<file path="config.mk">
export PLATFORM = sky130hd
export DESIGN_NAME = simon_sequence_player
export DESIGN_NICKNAME = d
export VERILOG_FILES = /design/src/rtl/simon_sequence_player.sv
export SDC_FILE = /design/constraint.sdc
export NUM_CORES = 1
export LEC_CHECK = 0
export CAP_MARGIN = 15
export CORE_ASPECT_RATIO = 0.75
export CORE_UTILIZATION = 50
export DETAILED_ROUTE_END_ITERATION = 10
export HOLD_SLACK_MARGIN = 0.1
export PLACE_DENSITY = 0.76
export REMOVE_ABC_BUFFERS = 1
export SLEW_MARGIN = 40
export SYNTH_ARGS = -nofsm -noshare
export SYNTH_HDL_FRONTEND = slang
export SYNTH_SLANG_ARGS = --single-unit
</file>
<file path="constraint.sdc">
create_clock -name clk -period 2.68 [get_ports clk]
set_input_delay 0.67 -clock clk [delete_from_list [all_inputs] [get_ports clk]]
set_output_delay 0.67 -clock clk [all_outputs]
set_load 0.05 [all_outputs]
</file>
<file path="src/rtl/simon_sequence_player.sv">
// Simon Says colour sequence store and player: appends LFSR colours on request and
// replays the stored sequence as timed ON/OFF LED flashes.
module simon_sequence_player #(
  parameter int unsigned MAX_LEN    = 16,
  parameter int unsigned ON_CYCLES  = 12_500_000,
  parameter int unsigned OFF_CYCLES = 6_250_000,
  parameter logic [7:0]  LFSR_SEED  = 8'hA5,
  localparam int unsigned LW = $clog2(MAX_LEN + 1)
) (
  input  logic          clk,
  input  logic          rst,
  input  logic          clear,
  input  logic          extend,
  input  logic          start,
  output logic [1:0]    led_in,
  output logic          led_on,
  output logic          busy,
  output logic          done,
  output logic [LW-1:0] length,
  output logic          full
);

  localparam int unsigned IW   = (MAX_LEN > 1) ? $clog2(MAX_LEN) : 1;
  localparam int unsigned PMAX = (ON_CYCLES > OFF_CYCLES) ? ON_CYCLES : OFF_CYCLES;
  localparam int unsigned CW   = (PMAX > 1) ? $clog2(PMAX) : 1;

  localparam logic [LW-1:0] MAX_LEN_L = LW'(MAX_LEN);
  localparam logic [CW-1:0] ON_LOAD   = CW'(ON_CYCLES - 1);
  localparam logic [CW-1:0] OFF_LOAD  = CW'(OFF_CYCLES - 1);

  typedef enum logic [1:0] {
    S_IDLE,
    S_ON,
    S_OFF
  } state_t;

  state_t        state_q, state_d;
  logic [7:0]    lfsr_q, lfsr_d;
  logic [LW-1:0] length_q, length_d;
  logic          full_q, full_d;
  logic [IW-1:0] idx_q, idx_d;
  logic [CW-1:0] cnt_q, cnt_d;
  logic [1:0]    led_q, led_d;
  logic          done_q, done_d;
  logic [1:0]    mem_q [MAX_LEN];

  logic          wr_en;
  logic [IW-1:0] wr_idx;
  logic [IW-1:0] idx_nxt;
  logic [LW-1:0] last_len;

  // Taps x^8+x^6+x^5+x^4+1 map to bits 7,5,4,3 of a left-shifting register.
  assign lfsr_d   = {lfsr_q[6:0], lfsr_q[7] ^ lfsr_q[5] ^ lfsr_q[4] ^ lfsr_q[3]};
  assign wr_idx   = length_q[IW-1:0];
  assign idx_nxt  = idx_q + 1'b1;
  assign last_len = length_q - 1'b1;

  always_comb begin
    state_d  = state_q;
    length_d = length_q;
    idx_d    = idx_q;
    cnt_d    = cnt_q;
    led_d    = led_q;
    done_d   = 1'b0;
    wr_en    = 1'b0;
    unique case (state_q)
      S_IDLE: begin
        if (clear) begin
          length_d = '0;
        end else if (extend) begin
          if (!full_q) begin
            wr_en    = 1'b1;
            length_d = length_q + 1'b1;
          end
        end else if (start) begin
          if (length_q == '0) begin
            done_d = 1'b1;
          end else begin
            idx_d   = '0;
            led_d   = mem_q[0];
            cnt_d   = ON_LOAD;
            state_d = S_ON;
          end
        end
      end
      S_ON: begin
        if (cnt_q == '0) begin
          cnt_d   = OFF_LOAD;
          state_d = S_OFF;
        end else begin
          cnt_d = cnt_q - 1'b1;
        end
      end
      S_OFF: begin
        if (cnt_q == '0) begin
          if (LW'(idx_q) == last_len) begin
            done_d  = 1'b1;
            state_d = S_IDLE;
          end else begin
            idx_d   = idx_nxt;
            led_d   = mem_q[idx_nxt];
            cnt_d   = ON_LOAD;
            state_d = S_ON;
          end
        end else begin
          cnt_d = cnt_q - 1'b1;
        end
      end
      default: state_d = S_IDLE;
    endcase
    full_d = (length_d == MAX_LEN_L);
  end

  always_ff @(posedge clk) begin
    if (rst) begin
      state_q  <= S_IDLE;
      lfsr_q   <= LFSR_SEED;
      length_q <= '0;
      full_q   <= 1'b0;
      idx_q    <= '0;
      cnt_q    <= '0;
      led_q    <= '0;
      done_q   <= 1'b0;
    end else begin
      state_q  <= state_d;
      lfsr_q   <= lfsr_d;
      length_q <= length_d;
      full_q   <= full_d;
      idx_q    <= idx_d;
      cnt_q    <= cnt_d;
      led_q    <= led_d;
      done_q   <= done_d;
    end
  end

  // Sequence contents are deliberately left unreset; only length is cleared.
  always_ff @(posedge clk) begin
    if (wr_en) begin
      mem_q[wr_idx] <= lfsr_q[1:0];
    end
  end

  assign led_in = led_q;
  assign led_on = (state_q == S_ON);
  assign busy   = (state_q != S_IDLE);
  assign done   = done_q;
  assign length = length_q;
  assign full   = full_q;

endmodule

</file>
### Word-level counts from Yosys, hierarchy flattened

Memories as Yosys holds them, arrays and structs flattened.
Cells that the tools add are included.

* register bits: 47
* RAM bits: 32
* output and inout port bits: 11
* logic and storage cells: 84
* memories: 1

Memory list
* mem_q: words 16, width 2, read ports 2, clocked after Yosys merged registers in 0, write ports 1, RTL line 45 `logic [1:0] mem_q [MAX_LEN];`

* add/sub/neg operators: 4
* equal/unequal tests: 12
* muxes and demuxes: 47
* bitwise logic cells: 3
* reduce and logical (&&, ||, !) cells: 9

Operators with widths (count)
* 2-to-1 mux 24 bit: 7
* case mux 24 bit (3 select lines): 1
* logical NOT 24 bit: 1
* 2-to-1 mux 2 bit: 12
* 2-to-1 mux 4 bit: 6
* subtractor 24 x 1 -> 24 bit, second input constant: 1
* 2-to-1 mux 5 bit: 4
* 2-to-1 mux 1 bit: 13
* inequality test 2 bit, second input constant: 6
* AND reduction 6 bit: 2
* case mux 4 bit (2 select lines): 1
* AND reduction 7 bit: 1
* case mux 2 bit (3 select lines): 1
* adder 5 x 1 -> 5 bit, second input constant: 1
* == test 4 x 5 -> 1 bit: 1
* == test 5 bit, second input constant: 1
* logical NOT 5 bit: 1
* subtractor 5 x 1 -> 5 bit, second input constant: 1
* adder 4 x 1 -> 4 bit, second input constant: 1
* case mux 2 bit (2 select lines): 1
* nonzero test 2 bit: 2
* inequality test 3 bit, second input constant: 1
* nonzero test 3 bit: 1
* bitwise XOR 1 bit: 3
* other kinds (5): 5

### Longest topological paths before layout

* depth after elaboration: 6
* gate-level depth with buffers: 12

### Worst setup path after synthesis

Ideal clock, no wire load.

* kind: reg-to-reg
* from: register length_q[0] (netlist: length[0])
* to: register cnt_q[0]
* arrival: 2.664 ns
* data required time: 2.552 ns
* setup slack: -0.112 ns
* stages on the path, launching flop included: 13
* clock period less this slack: 2.792 ns
* cells stage by stage: dfxtp_1 > buf_2 > inv_1 > ha_1 > xor2_1 > nand4_1 > or3_1 > buf_2 > o21a_1 > buf_2 > buf_6 > o22ai_1 > nor2_1

* longest elaborated chain between the ends: 4
* elaborated cells on any way between the ends: 6
* those cells by class: add/sub (1); eq/ne (3); reduce/logical (2)

RTL lines
* start, declared: RTL line 39 `logic [LW-1:0] length_q, length_d;`
* start signal, assigned: RTL line 127 `length_q <= length_d;`
* subtractor 5 x 1 -> 5 bit: RTL line 56 `assign last_len = length_q - 1'b1;`
* == test 4 x 5 -> 1 bit: RTL line 96 `if (LW'(idx_q) == last_len) begin`
* inequality test 3 bit (no source line)
* AND reduction 6 bit (no source line) (*)
* end signal, assigned: RTL line 130 `cnt_q <= cnt_d;`
* end, declared: RTL line 42 `logic [CW-1:0] cnt_q, cnt_d;`

Every way passes the cells marked *; elsewhere a longest branch is shown, timed or not.
A chain may end at the register's enable or synchronous reset.

### Worst setup path in the final report

* from: register length_q[3] (netlist: length[3])
* to: output port length[3]

RTL lines
* end, declared: RTL line 19 `output logic [LW-1:0] length,`

No word-level cell between the ends.

==> reports/results.tsv <==
stage	metric	value	unit
outcome	run status	completed	
yosys	sequential share of the synthesized area	0.460	
critical_path	Critical Path RT	2010	ps
critical_path	cell family with most CP delay	buffers and inverters	
sta	setup TNS	0	ps
clock_tree	CTS sink cnt	79	
yosys	commonest register cell after synthesis	sky130_fd_sc_hd__dfxtp_1	
sta	worst slack on hold paths	430	ps
clock_tree	clock buffers created by TritonCTS	9	
die	initial core utilization	0.520	
sta	highest clock rate	388	MHz
die	Die Wd	107	um
yosys	flop and latch count out of synthesis	79	
critical_path	end of the worst register-to-register path	cnt_q[17]	
yosys	synthesized area	4130	um^2
yosys	EDFF count, synth	32	
grt	number of global-route vias before repair	3258	
critical_path	Worst Setup EP	length[3]	
critical_path	Crit path buffers/inverters	1	
sta	final hold violation count	0	
grt	number of antenna violations at the first check in global routing	0	
yosys	synthesized instance count	414	
die	count of pins on the block boundary	16	
critical_path	Register-to-Register Path Depth	7	
drt	number of antenna-violating nets in the routed design	0	
cells_and_area	post-route standard cell area excluding fillers	4720	um^2
cells_and_area	Final #Nets	467	
drt	total wire length after detailed routing	10000	um
power_and_ir_drop	total leakage power	0.00173	uW
critical_path	crit path max fanout	12	
cells_and_area	area taken by flip-flops and latches	1900	um^2
drt	number of DRC markers after the initial detailed-route iteration	249	
cells_and_area	Layout Area Growth over Synthesis	14.1	%
yosys	async set or reset register ratio after synthesis	0	
min_path	path category of the worst min-delay check	register to register	
grt	pin count of the biggest net entering global routing	18	
clock_tree	number of buffers between clock root and the deepest sink	2	
critical_path	Worst Setup SP	length[3]	
critical_path	series of cell instances along the critical path	clkdlybuf4s50_1	
place	post-DP HPWL	7270	um
clock_tree	H-tree levels	3	
power_and_ir_drop	total power	4570	uW
drt	post-route DRC violation count	0	
power_and_ir_drop	IR drop worst, VDD	0.766	mV
flow_run	number of max-capacitance violations reported	0	
power_and_ir_drop	power density of the placed cells	969	nW/um^2
yosys	mean instance size in the synthesized netlist	9.98	um^2
yosys	cell taking the most area after synthesis	sky130_fd_sc_hd__edfxtp_1	
cells_and_area	area of the multi-input gates	2080	um^2
clock_tree	count of hold-fix buffers inserted at cts	0	
place	global placement routability congestion	0.874	
critical_path	start of the worst register-to-register path	cnt_q[16]	
grt	all-layer global routing usage	0.248	
sta	final period utilization	0.961	
yosys	count of yosys warnings during synthesis	0	
critical_path	element type at the critical path end	output port	
critical_path	number of logic stages on the critical path including buffering	1	
die	Chip Height	80.7	um
sta	headroom to the max-slew limit	0.502	
critical_path	peak per-stage delay on the critical path	900	ps
place	Placed Area	4550	um^2
clock_tree	clock latency on the worst-skew pair	360	ps
cells_and_area	count of filler cells inserted in the layout	644	
critical_path	kind of launch point of the worst setup path	register	
die	area inside the core boundary	7950	um^2
yosys	dominant cells by area after synthesis	sky130_fd_sc_hd__edfxtp_1 (23%), sky130_fd_sc_hd__dfxtp_1 (23%), sky130_fd_sc_hd__mux4_2 (4.4%), sky130_fd_sc_hd__a21oi_1 (3.8%), sky130_fd_sc_hd__nor2_1 (3.7%)	
critical_path	type of the setup path with the least slack	register to output port	
clock_tree	clock edge transition at the registers on the reported setup and hold paths	80	ps
place	number of input and output port buffers inserted	15	
drt	via count of the routed design	3457	
sta	unrepaired setup endpoints after global routing	no	
yosys	synth unique cells	65	
clock_tree	CTS tree	yes	
yosys	share of the synthesized area in the top cell type	0.233	
sta	setup clock skew after layout	7.50	ps
die	area enclosed by the die boundary	8630	um^2
drt	number of vias per cell after detailed routing	6.16	
sta	total of endpoints with negative setup slack in the final report	0	
sta	Least-Margin Pin Slew	742	ps
drt	average wire length per cell after detail routing	17.9	um
critical_path	crit path DAT	1910	ps
sta	number of max-slew violations in the final report	0	
critical_path	critical-path cell with the highest stage delay	sky130_fd_sc_hd__clkdlybuf4s50_1	
cells_and_area	fraction of layout instances using a drive strength above 1	0.162	
cells_and_area	fraction of the core area covered by cells at the end of the flow	0.593	
die	floorplan row count	28	
drt	number of detailed-route iterations in the first pass	5	
sta	final critical path time including I/O delays and setup	2580	ps
cells_and_area	antenna cell count	0	
grt	global-route wire length before repair	16200	um
clock_tree	buffer type at the clock tree root	sky130_fd_sc_hd__clkbuf_8	
grt	sum of overflow across all layers after global routing	0	
critical_path	register-to-register setup slack	220	ps
[worst min-delay path by stage]
| stage | startpoint | to | slack, ps | cells past startpoint |
|---|---|---|---|---|
| after CTS | lfsr_q[6] | lfsr_q[7] | 430 | 1 |
| after floorplan | lfsr_q[6] | lfsr_q[7] | 390 | 1 |
| after detailed placement | lfsr_q[6] | lfsr_q[7] | 400 | 1 |
| after global routing | lfsr_q[6] | lfsr_q[7] | 460 | 1 |
| after global placement | lfsr_q[6] | lfsr_q[7] | 390 | 1 |
| final | lfsr_q[6] | lfsr_q[7] | 430 | 1 |
[through the flow]
stage / setup slack [ps] / std cells
2_1_floorplan: -126 / 394
3_3_place_gp: 32.2 / 545
3_5_place_dp: -31.5 / 545
4_1_cts: 7.95 / 561
5_1_grt: 15.4 / 561
6_report: 104 / 561
[flip-flops by register name, indices dropped and copies added, names as in the netlist]
name     flops
done         1
full         1
led_in       2
cnt_q       24
length       5
mem_q       32
lfsr_q       8
state_q      2
idx_q        4
[synthesized netlist by cell type (all sizes together), types with 7 or more instances]
library cell and n:
dfxtp 47, nor2 43, edfxtp 32, a21oi 31
nand2 26, nor3 24, o21ai 22, inv 16
ha 11, buf 10, clkbuf 10, nand3 10
xor2 9, mux4 8, mux2i 7, nand2b 7
o22ai 7, or3 7, xnor2 7
[layer usage]
metal  global-route usage  wire length (um)  vias to the layer above
li1                     -                 -                     1611
met1                0.344              4650                     1656
met2                0.373              4410                      172
met3               0.0731               817                       18
met4               0.0808               144                        0
met5                    0                 0                        -
[power breakdown]
group          internal [uW]  total (uW)  switching, uW
Clock                    333         778            445
Combinational            832        2240           1410
Sequential              1380        1560            172
[cell families (layout without fill, tap and decap cells)]
group                    Yosys count  in the layout  share of synthesized area
flip-flops                        79             79                      0.460
AO/OA/AOI/OAI                     96             96                      0.156
adder cells (fa/ha/maj)           11             11                     0.0333
multiplexers                      16             16                     0.0633
buffers and inverters             36             78                     0.0373
AND/OR/NAND/NOR                  159            159                      0.210
XOR/XNOR                          17             17                     0.0394
[cell type report]
cell class / count / share of cell area
multi-input cells: 299 / 0.440
clock buffers: 10 / 0.0271
well taps: 105 / 0.0279
inverters: 16 / 0.0127
repair buffers: 46 / 0.0812
flip-flops and latches: 79 / 0.403
clock inverters: 6 / 0.00769
[timing repair]
action / in CTS / in global routing
endpoints found under the hold margin: 0 / 0
setup buffers: 0 / 0
gates resized for setup: 0 / 1
endpoints found under the setup margin: 0 / 1
[layout by cell type, fill, tap and decap left out, drive strengths merged, types with 4 or more instances in the layout]
master and n:
a21oi 31, nor3 24, buf 32, xor2 9
o21a 4, dfxtp 47, nor2 43, mux2i 7
or3 7, mux4 8, edfxtp 32, ha 11
and3 4, o21ai 22, nand4 5, clkbuf 10
clkdlybuf4s50 13, xnor2 7, nor4 5, a211oi 6
or2 6, a31oi 4, clkinv 5, nand2 26
nand2b 7, nor2b 6, o22ai 7, inv 17
nand3 10, or4 5
No activity file was read; power rests on OpenSTA's default activity.
